$ cat src/rtl/alu_ctrl_md_if.sv
// EX-stage bus between the pipeline and the ALU control / multiply-divide block.
// The pipeline side drives decode fields and operands; the block returns control, stall and M-op result.
interface alu_ctrl_md_if #(
  parameter int XLEN = 32
);
  logic            valid_i;
  logic            flush_i;
  logic [9:0]      funct_i;
  logic [1:0]      ALUOp_i;
  logic [XLEN-1:0] rs1_i;
  logic [XLEN-1:0] rs2_i;
  logic [3:0]      ALUCtrl_o;
  logic            stall_o;
  logic [XLEN-1:0] md_result_o;
  logic            md_valid_o;

  modport master (
    output valid_i, flush_i, funct_i, ALUOp_i, rs1_i, rs2_i,
    input  ALUCtrl_o, stall_o, md_result_o, md_valid_o
  );

  modport slave (
    input  valid_i, flush_i, funct_i, ALUOp_i, rs1_i, rs2_i,
    output ALUCtrl_o, stall_o, md_result_o, md_valid_o
  );
endinterface

$ cat src/rtl/alu_ctrl_md.sv
// ALU control decoder plus an iterative unsigned MUL/MULHU/DIVU/REMU sequencer.
// One radix-2 iteration per cycle; the result is strobed for a single cycle in DONE.
module alu_ctrl_md #(
  parameter int XLEN  = 32,
  parameter int CNT_W = $clog2(XLEN) + 1
) (
  input  logic          clk_i,
  input  logic          rst_i,
  alu_ctrl_md_if.slave  bus
);

  typedef enum logic [1:0] {
    ST_IDLE = 2'd0,
    ST_BUSY = 2'd1,
    ST_DONE = 2'd2
  } state_t;

  state_t            state_r;
  state_t            state_s;
  logic [CNT_W-1:0]  cnt_r;
  logic [2*XLEN-1:0] prod_r;
  logic [XLEN-1:0]   quo_r;
  logic [XLEN-1:0]   rem_r;
  logic [XLEN-1:0]   opb_r;
  logic [2:0]        f3_r;
  logic [XLEN-1:0]   md_result_r;
  logic              md_valid_r;

  logic [6:0]        f7_s;
  logic [2:0]        f3_s;
  logic              f3_md_s;
  logic              is_md_s;
  logic [3:0]        alu_ctrl_s;
  logic              accept_s;
  logic              stall_s;
  logic              finish_s;
  logic [XLEN:0]     add_s;
  logic [2*XLEN-1:0] prod_step_s;
  logic [XLEN:0]     shift_s;
  logic [XLEN:0]     diff_s;
  logic [XLEN-1:0]   rem_step_s;
  logic [XLEN-1:0]   quo_step_s;
  logic [XLEN-1:0]   result_s;

  assign f7_s    = bus.funct_i[9:3];
  assign f3_s    = bus.funct_i[2:0];
  assign f3_md_s = (f3_s == 3'b000) || (f3_s == 3'b011) ||
                   (f3_s == 3'b101) || (f3_s == 3'b111);
  assign is_md_s = (bus.ALUOp_i == 2'b01) && f7_s[0] && !f7_s[5] && f3_md_s;

  // ALU control decode; rows are matched in priority order
  always_comb begin
    alu_ctrl_s = 4'b0000;
    if ((bus.ALUOp_i == 2'b01) && (f7_s == 7'd0) && (f3_s == 3'b100)) begin
      alu_ctrl_s = 4'b0001;
    end else if ((bus.ALUOp_i == 2'b01) && (f7_s == 7'd0) && (f3_s == 3'b001)) begin
      alu_ctrl_s = 4'b0010;
    end else if ((bus.ALUOp_i == 2'b01) && (f7_s == 7'd0) && (f3_s == 3'b000)) begin
      alu_ctrl_s = 4'b0011;
    end else if ((bus.ALUOp_i == 2'b01) && f7_s[5] && (f3_s == 3'b000)) begin
      alu_ctrl_s = 4'b0100;
    end else if ((bus.ALUOp_i == 2'b00) && (f3_s == 3'b000)) begin
      alu_ctrl_s = 4'b0110;
    end else if ((bus.ALUOp_i == 2'b00) && f7_s[5] && (f3_s == 3'b101)) begin
      alu_ctrl_s = 4'b0111;
    end else if ((bus.ALUOp_i == 2'b01) && f7_s[0] && f3_md_s) begin
      alu_ctrl_s = 4'b1000;
    end else begin
      alu_ctrl_s = 4'b0000;
    end
  end

  // One shift-add multiply step and one restoring divide step per cycle
  always_comb begin
    add_s       = {1'b0, prod_r[2*XLEN-1:XLEN]} + ({1'b0, opb_r} & {(XLEN+1){prod_r[0]}});
    prod_step_s = {add_s, prod_r[XLEN-1:1]};
    shift_s     = {rem_r, quo_r[XLEN-1]};
    diff_s      = shift_s - {1'b0, opb_r};
    // A set top bit means the trial subtraction went negative: restore
    if (diff_s[XLEN]) begin
      rem_step_s = shift_s[XLEN-1:0];
    end else begin
      rem_step_s = diff_s[XLEN-1:0];
    end
    quo_step_s = {quo_r[XLEN-2:0], ~diff_s[XLEN]};
    case (f3_r)
      3'b000:  result_s = prod_step_s[XLEN-1:0];
      3'b011:  result_s = prod_step_s[2*XLEN-1:XLEN];
      3'b101:  result_s = quo_step_s;
      3'b111:  result_s = rem_step_s;
      default: result_s = {XLEN{1'b0}};
    endcase
  end

  // Sequencer next-state and handshake decode
  always_comb begin
    state_s  = state_r;
    accept_s = 1'b0;
    stall_s  = 1'b0;
    finish_s = 1'b0;
    case (state_r)
      ST_IDLE: begin
        if (bus.valid_i && is_md_s && !bus.flush_i) begin
          accept_s = 1'b1;
          stall_s  = 1'b1;
          state_s  = ST_BUSY;
        end else begin
          state_s  = ST_IDLE;
        end
      end
      ST_BUSY: begin
        stall_s = 1'b1;
        if (bus.flush_i) begin
          state_s = ST_IDLE;
        end else if (cnt_r == CNT_W'(1)) begin
          finish_s = 1'b1;
          state_s  = ST_DONE;
        end else begin
          state_s  = ST_BUSY;
        end
      end
      ST_DONE: begin
        state_s = ST_IDLE;
      end
      default: begin
        state_s = ST_IDLE;
      end
    endcase
  end

  // Sequencer state register
  always_ff @(posedge clk_i or negedge rst_i) begin
    if (!rst_i) begin
      state_r <= ST_IDLE;
    end else begin
      state_r <= state_s;
    end
  end

  // Operand latch and iteration registers; a flush leaves them untouched
  always_ff @(posedge clk_i or negedge rst_i) begin
    if (!rst_i) begin
      cnt_r  <= {CNT_W{1'b0}};
      prod_r <= {(2*XLEN){1'b0}};
      quo_r  <= {XLEN{1'b0}};
      rem_r  <= {XLEN{1'b0}};
      opb_r  <= {XLEN{1'b0}};
      f3_r   <= 3'b000;
    end else if (accept_s) begin
      cnt_r  <= CNT_W'(XLEN);
      prod_r <= {{XLEN{1'b0}}, bus.rs1_i};
      quo_r  <= bus.rs1_i;
      rem_r  <= {XLEN{1'b0}};
      opb_r  <= bus.rs2_i;
      f3_r   <= f3_s;
    end else if ((state_r == ST_BUSY) && !bus.flush_i) begin
      cnt_r  <= cnt_r - CNT_W'(1);
      prod_r <= prod_step_s;
      quo_r  <= quo_step_s;
      rem_r  <= rem_step_s;
    end else begin
      cnt_r  <= cnt_r;
    end
  end

  // Result register and strobe, loaded from the final iteration so they land in DONE
  always_ff @(posedge clk_i or negedge rst_i) begin
    if (!rst_i) begin
      md_result_r <= {XLEN{1'b0}};
      md_valid_r  <= 1'b0;
    end else begin
      md_valid_r <= finish_s;
      if (finish_s) begin
        md_result_r <= result_s;
      end
    end
  end

  assign bus.ALUCtrl_o   = alu_ctrl_s;
  assign bus.stall_o     = stall_s;
  assign bus.md_result_o = md_result_r;
  assign bus.md_valid_o  = md_valid_r;

endmodule

$ cat src/flat_wrapper.sv
// flat-port wrapper written by rule: the top's interface ports become plain ports
module alu_ctrl_md_flat 
#(
  parameter int XLEN  = 32,
  parameter int CNT_W = $clog2(XLEN) + 1
)
  (clk_i, rst_i, bus_valid_i, bus_flush_i, bus_funct_i, bus_ALUOp_i, bus_rs1_i, bus_rs2_i, bus_ALUCtrl_o, bus_stall_o, bus_md_result_o, bus_md_valid_o);
  alu_ctrl_md_if #(.XLEN(XLEN)) bus_i ();
  input  logic clk_i;
  input  logic rst_i;
  input wire logic [$bits(bus_i.valid_i)-1:0] bus_valid_i;
  input wire logic [$bits(bus_i.flush_i)-1:0] bus_flush_i;
  input wire logic [$bits(bus_i.funct_i)-1:0] bus_funct_i;
  input wire logic [$bits(bus_i.ALUOp_i)-1:0] bus_ALUOp_i;
  input wire logic [$bits(bus_i.rs1_i)-1:0] bus_rs1_i;
  input wire logic [$bits(bus_i.rs2_i)-1:0] bus_rs2_i;
  output wire logic [$bits(bus_i.ALUCtrl_o)-1:0] bus_ALUCtrl_o;
  output wire logic [$bits(bus_i.stall_o)-1:0] bus_stall_o;
  output wire logic [$bits(bus_i.md_result_o)-1:0] bus_md_result_o;
  output wire logic [$bits(bus_i.md_valid_o)-1:0] bus_md_valid_o;
  assign bus_i.valid_i = bus_valid_i;
  assign bus_i.flush_i = bus_flush_i;
  assign bus_i.funct_i = bus_funct_i;
  assign bus_i.ALUOp_i = bus_ALUOp_i;
  assign bus_i.rs1_i = bus_rs1_i;
  assign bus_i.rs2_i = bus_rs2_i;
  assign bus_ALUCtrl_o = bus_i.ALUCtrl_o;
  assign bus_stall_o = bus_i.stall_o;
  assign bus_md_result_o = bus_i.md_result_o;
  assign bus_md_valid_o = bus_i.md_valid_o;
  alu_ctrl_md #(.XLEN(XLEN), .CNT_W(CNT_W)) u_core (.clk_i(clk_i), .rst_i(rst_i), .bus(bus_i));
endmodule
$ cat config.mk
export PLATFORM = sky130hd
export DESIGN_NAME = alu_ctrl_md_flat
export DESIGN_NICKNAME = d
export VERILOG_FILES = /design/src/rtl/alu_ctrl_md_if.sv /design/src/rtl/alu_ctrl_md.sv /design/src/flat_wrapper.sv
export SDC_FILE = /design/constraint.sdc
export NUM_CORES = 1
export LEC_CHECK = 0
export CORE_MARGIN = 2
export CORE_UTILIZATION = 49
export CTS_CLUSTER_SIZE = 8
export DETAILED_ROUTE_END_ITERATION = 7
export PLACE_DENSITY = 0.7
export SLEW_MARGIN = 20
export SYNTH_ARGS = -nofsm -noshare
export SYNTH_HDL_FRONTEND = slang
export SYNTH_SLANG_ARGS = --single-unit
$ cat constraint.sdc
create_clock -name clk_i -period 6.05 [get_ports clk_i]
set_input_delay 1.21 -clock clk_i [delete_from_list [all_inputs] [get_ports clk_i]]
set_output_delay 1.21 -clock clk_i [all_outputs]
set_load 0.01 [all_outputs]
Word level (Yosys, flattened, before mapping):

Cells that the tools add are included.

* flip-flop bits (word level): 204
* input port bits: 80
* word-level logic and storage cells: 79

* add/subtract/negate cells: 3
* equality and inequality tests: 11
* muxes and demuxes: 27
* bitwise gates (word level): 2
* reduce and logical (&&, ||, !) cells: 27

Operators with widths (count)
* 32-bit 2-to-1 mux: 5
* 64-bit 2-to-1 mux: 2
* 32-bit one-hot mux with 4 select lines: 1
* 32-bit by 33-bit adder with 33-bit output: 1
* 32-bit by 33-bit bitwise AND with 33-bit output: 1
* 33-bit by 32-bit subtractor with 33-bit output: 1
* 4-bit 2-to-1 mux: 7
* 1-bit logical AND: 16
* 3-bit == test (second input constant): 5
* 6-bit 2-to-1 mux: 2
* 7-bit logical NOT: 1
* 3-bit by 2-bit == test with 1-bit output (second input constant): 2
* 6-bit by 1-bit == test with 1-bit output (second input constant): 1
* 3-bit logical NOT: 2
* 1-bit 2-to-1 mux: 6
* 6-bit by 1-bit subtractor with 6-bit output (second input constant): 1
* 2-bit by 1-bit == test with 1-bit output (second input constant): 2
* 2-bit logical NOT: 2
* 2-bit 2-to-1 mux: 2
* 2-bit one-hot mux with 2 select lines: 1
* 3-bit by 1-bit == test with 1-bit output (second input constant): 1
* 1-bit logical OR: 3
* 1-bit logical NOT: 2
* 1-bit one-hot mux with 2 select lines: 1
* other kinds (2): 2

Longest topological paths before layout:

* depth after elaboration: 12
* gate-level depth with buffers: 15
* mapped depth without buffers: 13

Worst setup path before layout:

No wires, ideal clock.

* path type: input to output
* start point: input bus_funct_i[1]
* end point: output bus_stall_o
* arrival: 2.457 ns
* data required time: 4.840 ns
* slack: 2.383 ns
* cell stages on the path: 7
* path buffers: 2
* path through: nor2_1 > xor2_1 > and4b_1 > nand4_1 > clkbuf_1 > clkbuf_1 > o21ai_0

* word-level cells in the longest chain between the ends: 9
* elaborated cells between the ends (all ways): 12

RTL lines
* start, declared: line flat_wrapper.sv:13 `input wire logic [$bits(bus_i.funct_i)-1:0] bus_funct_i;`
* 3-bit by 2-bit == test with 1-bit output / 3-bit logical NOT (equally long branches): line alu_ctrl_md.sv:47 `assign f3_md_s = (f3_s == 3'b000) || (f3_s == 3'b011) ||`
* 1-bit logical OR (2 in series): line alu_ctrl_md.sv:47
* 1-bit logical OR (*): line alu_ctrl_md.sv:48 `(f3_s == 3'b101) || (f3_s == 3'b111);`
* 1-bit logical AND (*): line alu_ctrl_md.sv:49 `assign is_md_s = (bus.ALUOp_i == 2'b01) && f7_s[0] && !f7_s[5] && f3_md_s;`
* 1-bit logical AND (*) (2 in series): line alu_ctrl_md.sv:103 `if (bus.valid_i && is_md_s && !bus.flush_i) begin`
* 1-bit 2-to-1 mux (*): line alu_ctrl_md.sv:103
* 1-bit one-hot mux with 2 select lines (*): line alu_ctrl_md.sv:101 `case (state_r)`
* end, declared: line flat_wrapper.sv:18 `output wire logic [$bits(bus_i.stall_o)-1:0] bus_stall_o;`

Mark *: on every way between the ends. The rest lies on a longest branch, timed or not.

Worst setup path after layout:

* start point: register u_core.prod_r[0]
* end point: register u_core.md_result_r[27] (netlist: u_core.bus.md_result_o[27])

* word-level cells in the longest chain between the ends: 3

RTL lines
* start, declared: line alu_ctrl_md.sv:21 `logic [2*XLEN-1:0] prod_r;`
* start signal, assigned: line alu_ctrl_md.sv:144 `prod_r <= {(2*XLEN){1'b0}};`
* start signal, assigned: line alu_ctrl_md.sv:151 `prod_r <= {{XLEN{1'b0}}, bus.rs1_i};`
* start signal, assigned: line alu_ctrl_md.sv:158 `prod_r <= prod_step_s;`
* 32-bit by 33-bit bitwise AND with 33-bit output: line alu_ctrl_md.sv:75 `add_s = {1'b0, prod_r[2*XLEN-1:XLEN]} + ({1'b0, opb_r} & {(XLEN+1){prod_r[0]}});`
* 32-bit by 33-bit adder with 33-bit output: line alu_ctrl_md.sv:75
* 32-bit one-hot mux with 4 select lines: line alu_ctrl_md.sv:86 `case (f3_r)`
* end signal, assigned: line alu_ctrl_md.sv:169 `md_result_r <= {XLEN{1'b0}};`
* end signal, assigned: line alu_ctrl_md.sv:174 `md_result_r <= result_s;`
* end, declared: line alu_ctrl_md.sv:26 `logic [XLEN-1:0] md_result_r;`

No other way between the ends.
A chain may end at the register's enable or synchronous reset.

==> qor.csv <==
stage;metric;value;unit
clock_tree;cts.sinks;204;
sta;maxSlewViolCount;0;
layout;area_growth;16.34;%
logic_synthesis;ys_ff_latch;204;
worst_setup_path;r2r_cells;13;
floorplanning;start_util;50.12;%
run;cap_violations;0;
global_route;grt_max_degree;109;
layout;layout_common_cells;282 x nand2_1, 204 x dfrtp_1, 152 x o21ai_0;
worst_setup_path;end_kind;register;
floorplanning;rows;59;
sta;finClkSkew;0.02211;ns
detailed_routing;antenna_left;0;
placed_design;gp_congestion;0.9352;
min_path;holdPathEnd;u_core.bus.md_result_o[12];
worst_setup_path;crit_path_start_kind;register;
floorplanning;die_w;167.5;um
power_and_ir_drop;total_power;0.004292;W
logic_synthesis;syn_inst;1589;
clock_tree;postCtsSetupRepairBufs;0;
power_and_ir_drop;ir_worst_vdd;0.1810;mV
worst_setup_path;crit_fanout;33;
sta;finalSetupTns;0;ns
detailed_routing;wl;41.57;mm
detailed_routing;wire_per_inst;20.89;um
global_route;grt_pass1_vias;12150;
clock_tree;cts_root_buffer;clkbuf_16;
min_path;hold_start;u_core.bus.md_result_o[12];
logic_synthesis;synth_area_per_cell;8.243;um^2
clock_tree;cts_resized;0;
worst_setup_path;r2r_slack;1.72;ns
sta;setup_viol;0;
sta;holdWs;0.4885;ns
sta;finalCriticalPeriod;4.332;ns
outcome;violations;DRC;
layout;drive_gt1_share;4.350;%
detailed_routing;route.detailed.drc;6;
outcome;run_status;finished with violations;
sta;hold_viol;0;
detailed_routing;vias;12270;
layout;fillers;2417;
global_route;grt_antenna_before_repair;0;
logic_synthesis;synth_ff_type;dfrtp_1;
layout;final_common_cell;nand2_1;
clock_tree;clk_path_buf_depth;3;
sta;relSlewSlack;23.78;%
floorplanning;pin_count;118;
layout;finalNetCount;1803;
detailed_routing;first_pass_iters;8;
sta;fmaxAchievable;0.2309;GHz
clock_tree;cts_buffers;29;
worst_setup_path;r2r_start;u_core.prod_r[0];
worst_setup_path;reg2reg_to;u_core.bus.md_result_o[27];
min_path;hold_class;reg -> reg;
detailed_routing;dr.first_iter.drc_count;1242;
clock_tree;cts_tree;built;
sta;finalCritPeriodShare;71.60;%
clock_tree;ctsHoldBuffers;0;
layout;antenna_cells;0;
clock_tree;htreeDepth;1;
logic_synthesis;synth-seq-area-share;38.97;%
global_route;grt_pass1_wl;65.83;mm
placed_design;dp_hpwl;29.36;mm
sta;worst_pin_slew;1.141;ns
placed_design;post_dp_cell_area;14480;um^2
worst_setup_path;path_class;reg -> reg;
global_route;grt_overflow_total;0;
worst_setup_path;cp.arrival;4.69;ns
global_route;track_usage;29.60;%
worst_setup_path;cp.required;6.41;ns
clock_tree;clock_latency;0.55;ns
floorplanning;die_area;28060;um^2
logic_synthesis;synth-edff-count;0;
floorplanning;fp.dieH;167.5;um
logic_synthesis;ys_types;81;
logic_synthesis;async_flop_share;100.0;%
detailed_routing;vias_per_cell;6.165;
logic_synthesis;syn_area;13100;um^2
layout;final_area;15240;um^2
worst_setup_path;cp_cell_sequence;and2_1 > ha_1 > fa_1 > a211oi_1 > nor2_1 > o311ai_0 > buf_4 > a2111oi_0 > nor2_1 > o211ai_1 > nor2_1 > o31ai_1 > o211ai_1;
power_and_ir_drop;power_leakage;6.837;nW
power_and_ir_drop;power_density;281.6;nW/um^2
placed_design;port_buffers;117;
clock_tree;path_clk_slew;0.05;ns
sta;grt_setup_unrepaired;false;
logic_synthesis;yosysWarnings;0;
logic_synthesis;synth_nets;1737;
worst_setup_path;cpMostUsedCell;nor2_1;
worst_setup_path;critPathMaxStageDelay;1.02;ns
min_path;min_path_cells;2;
floorplanning;core_area;26130;um^2
worst_setup_path;critical-path-slowest-cell;dfrtp_1;
## flip-flops by register name, summed over array words and instances, names as in the netlist
register / count
u_core.prod_r: 64
u_core.bus.md_result_o: 32
u_core.opb_r: 32
u_core.quo_r: 32
u_core.rem_r: 32
u_core.cnt_r: 6
u_core.f3_r: 3
u_core.state_r: 2
u_core.bus.md_valid_o: 1
## metal layers
| layer | track usage [%] | up-vias | routed length, um |
|---|---|---|---|
| li1 | - | 5779 | - |
| met1 | 39.80 | 5936 | 17750 |
| met2 | 48.08 | 454 | 19290 |
| met3 | 4.372 | 99 | 2576 |
| met4 | 12.48 | 0 | 1947 |
| met5 | 0 | - | 0 |
## worst max path at each step
stage                           from                    endpoint
finish              u_core.prod_r[0]  u_core.bus.md_result_o[27]
global route        u_core.prod_r[0]  u_core.bus.md_result_o[27]
CTS                 u_core.prod_r[0]  u_core.bus.md_result_o[27]
detailed placement    bus_funct_i[2]            u_core.quo_r[31]
global placement    u_core.prod_r[0]  u_core.bus.md_result_o[27]
floorplan             bus_funct_i[1]                 bus_stall_o
## synth_stat cells (all sizes together) (4+ instances only)
cell type  number  area (um^2)
a22oi          30        225.2
xnor2          39        341.6
nand4          12        75.07
a22o            4        35.03
inv            54        202.7
dfrtp         204         5105
o31ai           7        52.55
o21a           16        120.1
buf            12        61.31
o221ai         11        96.34
xor2           23        201.4
o21ai         156        784.5
nand3          86        435.4
a32oi           4        35.03
a32o            4        40.04
mux2            4        48.79
a21oi          87        439.2
o311ai          4        35.03
mux2i          22        220.2
nor3           15        75.07
o21bai          6        45.04
nor2b           6        37.54
o22ai           6        37.54
o211ai         10        75.07
a211oi         10        80.07
a31oi          71        459.2
nor2          100        375.4
nand2b          7        43.79
clkbuf         88        332.8
a21o           31        232.7
and3           12        75.07
ha             66        825.8
nand2         283         1062
and2           42        262.8
## cell type report
| cell class | instances | area, um^2 | share of cell area, % |
|---|---|---|---|
| Clock inverter | 2 | 38.79 | 0.2545 |
| Tap cell | 335 | 419.2 | 2.750 |
| Sequential cell | 204 | 5105 | 33.50 |
| Timing Repair Buffer | 135 | 1323 | 8.678 |
| Inverter | 55 | 206.4 | 1.355 |
| Multi-Input combinational cell | 1230 | 7422 | 48.70 |
| Clock buffer | 29 | 725.7 | 4.762 |
## report_power, final
part           total (W)  switching [W]  internal (W)  leakage (nW)
Clock            0.00146       0.000582      0.000876         0.376
Combinational    0.00102       0.000600      0.000421          3.82
Sequential       0.00181       0.000230       0.00158          2.64
Total            0.00429        0.00141       0.00288          6.84
## worst max-delay path: cells and delay by family, from the launching register on
kind	cells	cell delay, ns
compound gates	6	1.67
flops	1	1.02
simple gates	4	0.78
fa+ha+maj	2	0.48
buf+inv	1	0.18
## metrics by stage
| stage | utilization, % | setup slack (ns) | std cells |
|---|---|---|---|
| floorplan | - | 2.383 | 1589 |
| global placement | 55.39 | 1.750 | 1959 |
| detailed placement | 55.39 | 1.675 | 1959 |
| CTS | 58.32 | 1.773 | 1990 |
| global route | 58.32 | 1.334 | 1990 |
| finish | 58.32 | 1.718 | 1990 |
## cells by family after synthesis
family                     after synthesis  synth area share (%)
AOI/OAI and AO/OA                      494                 23.98
DFF                                    204                 38.97
buffers and inverters                  155                 4.585
adders and majority gates               68                 6.610
xor gates and xnor gates                62                 4.146
and+or+nand+nor                        580                 19.66
muxes                                   26                 2.054
No activity file was read; power rests on OpenSTA's default activity.
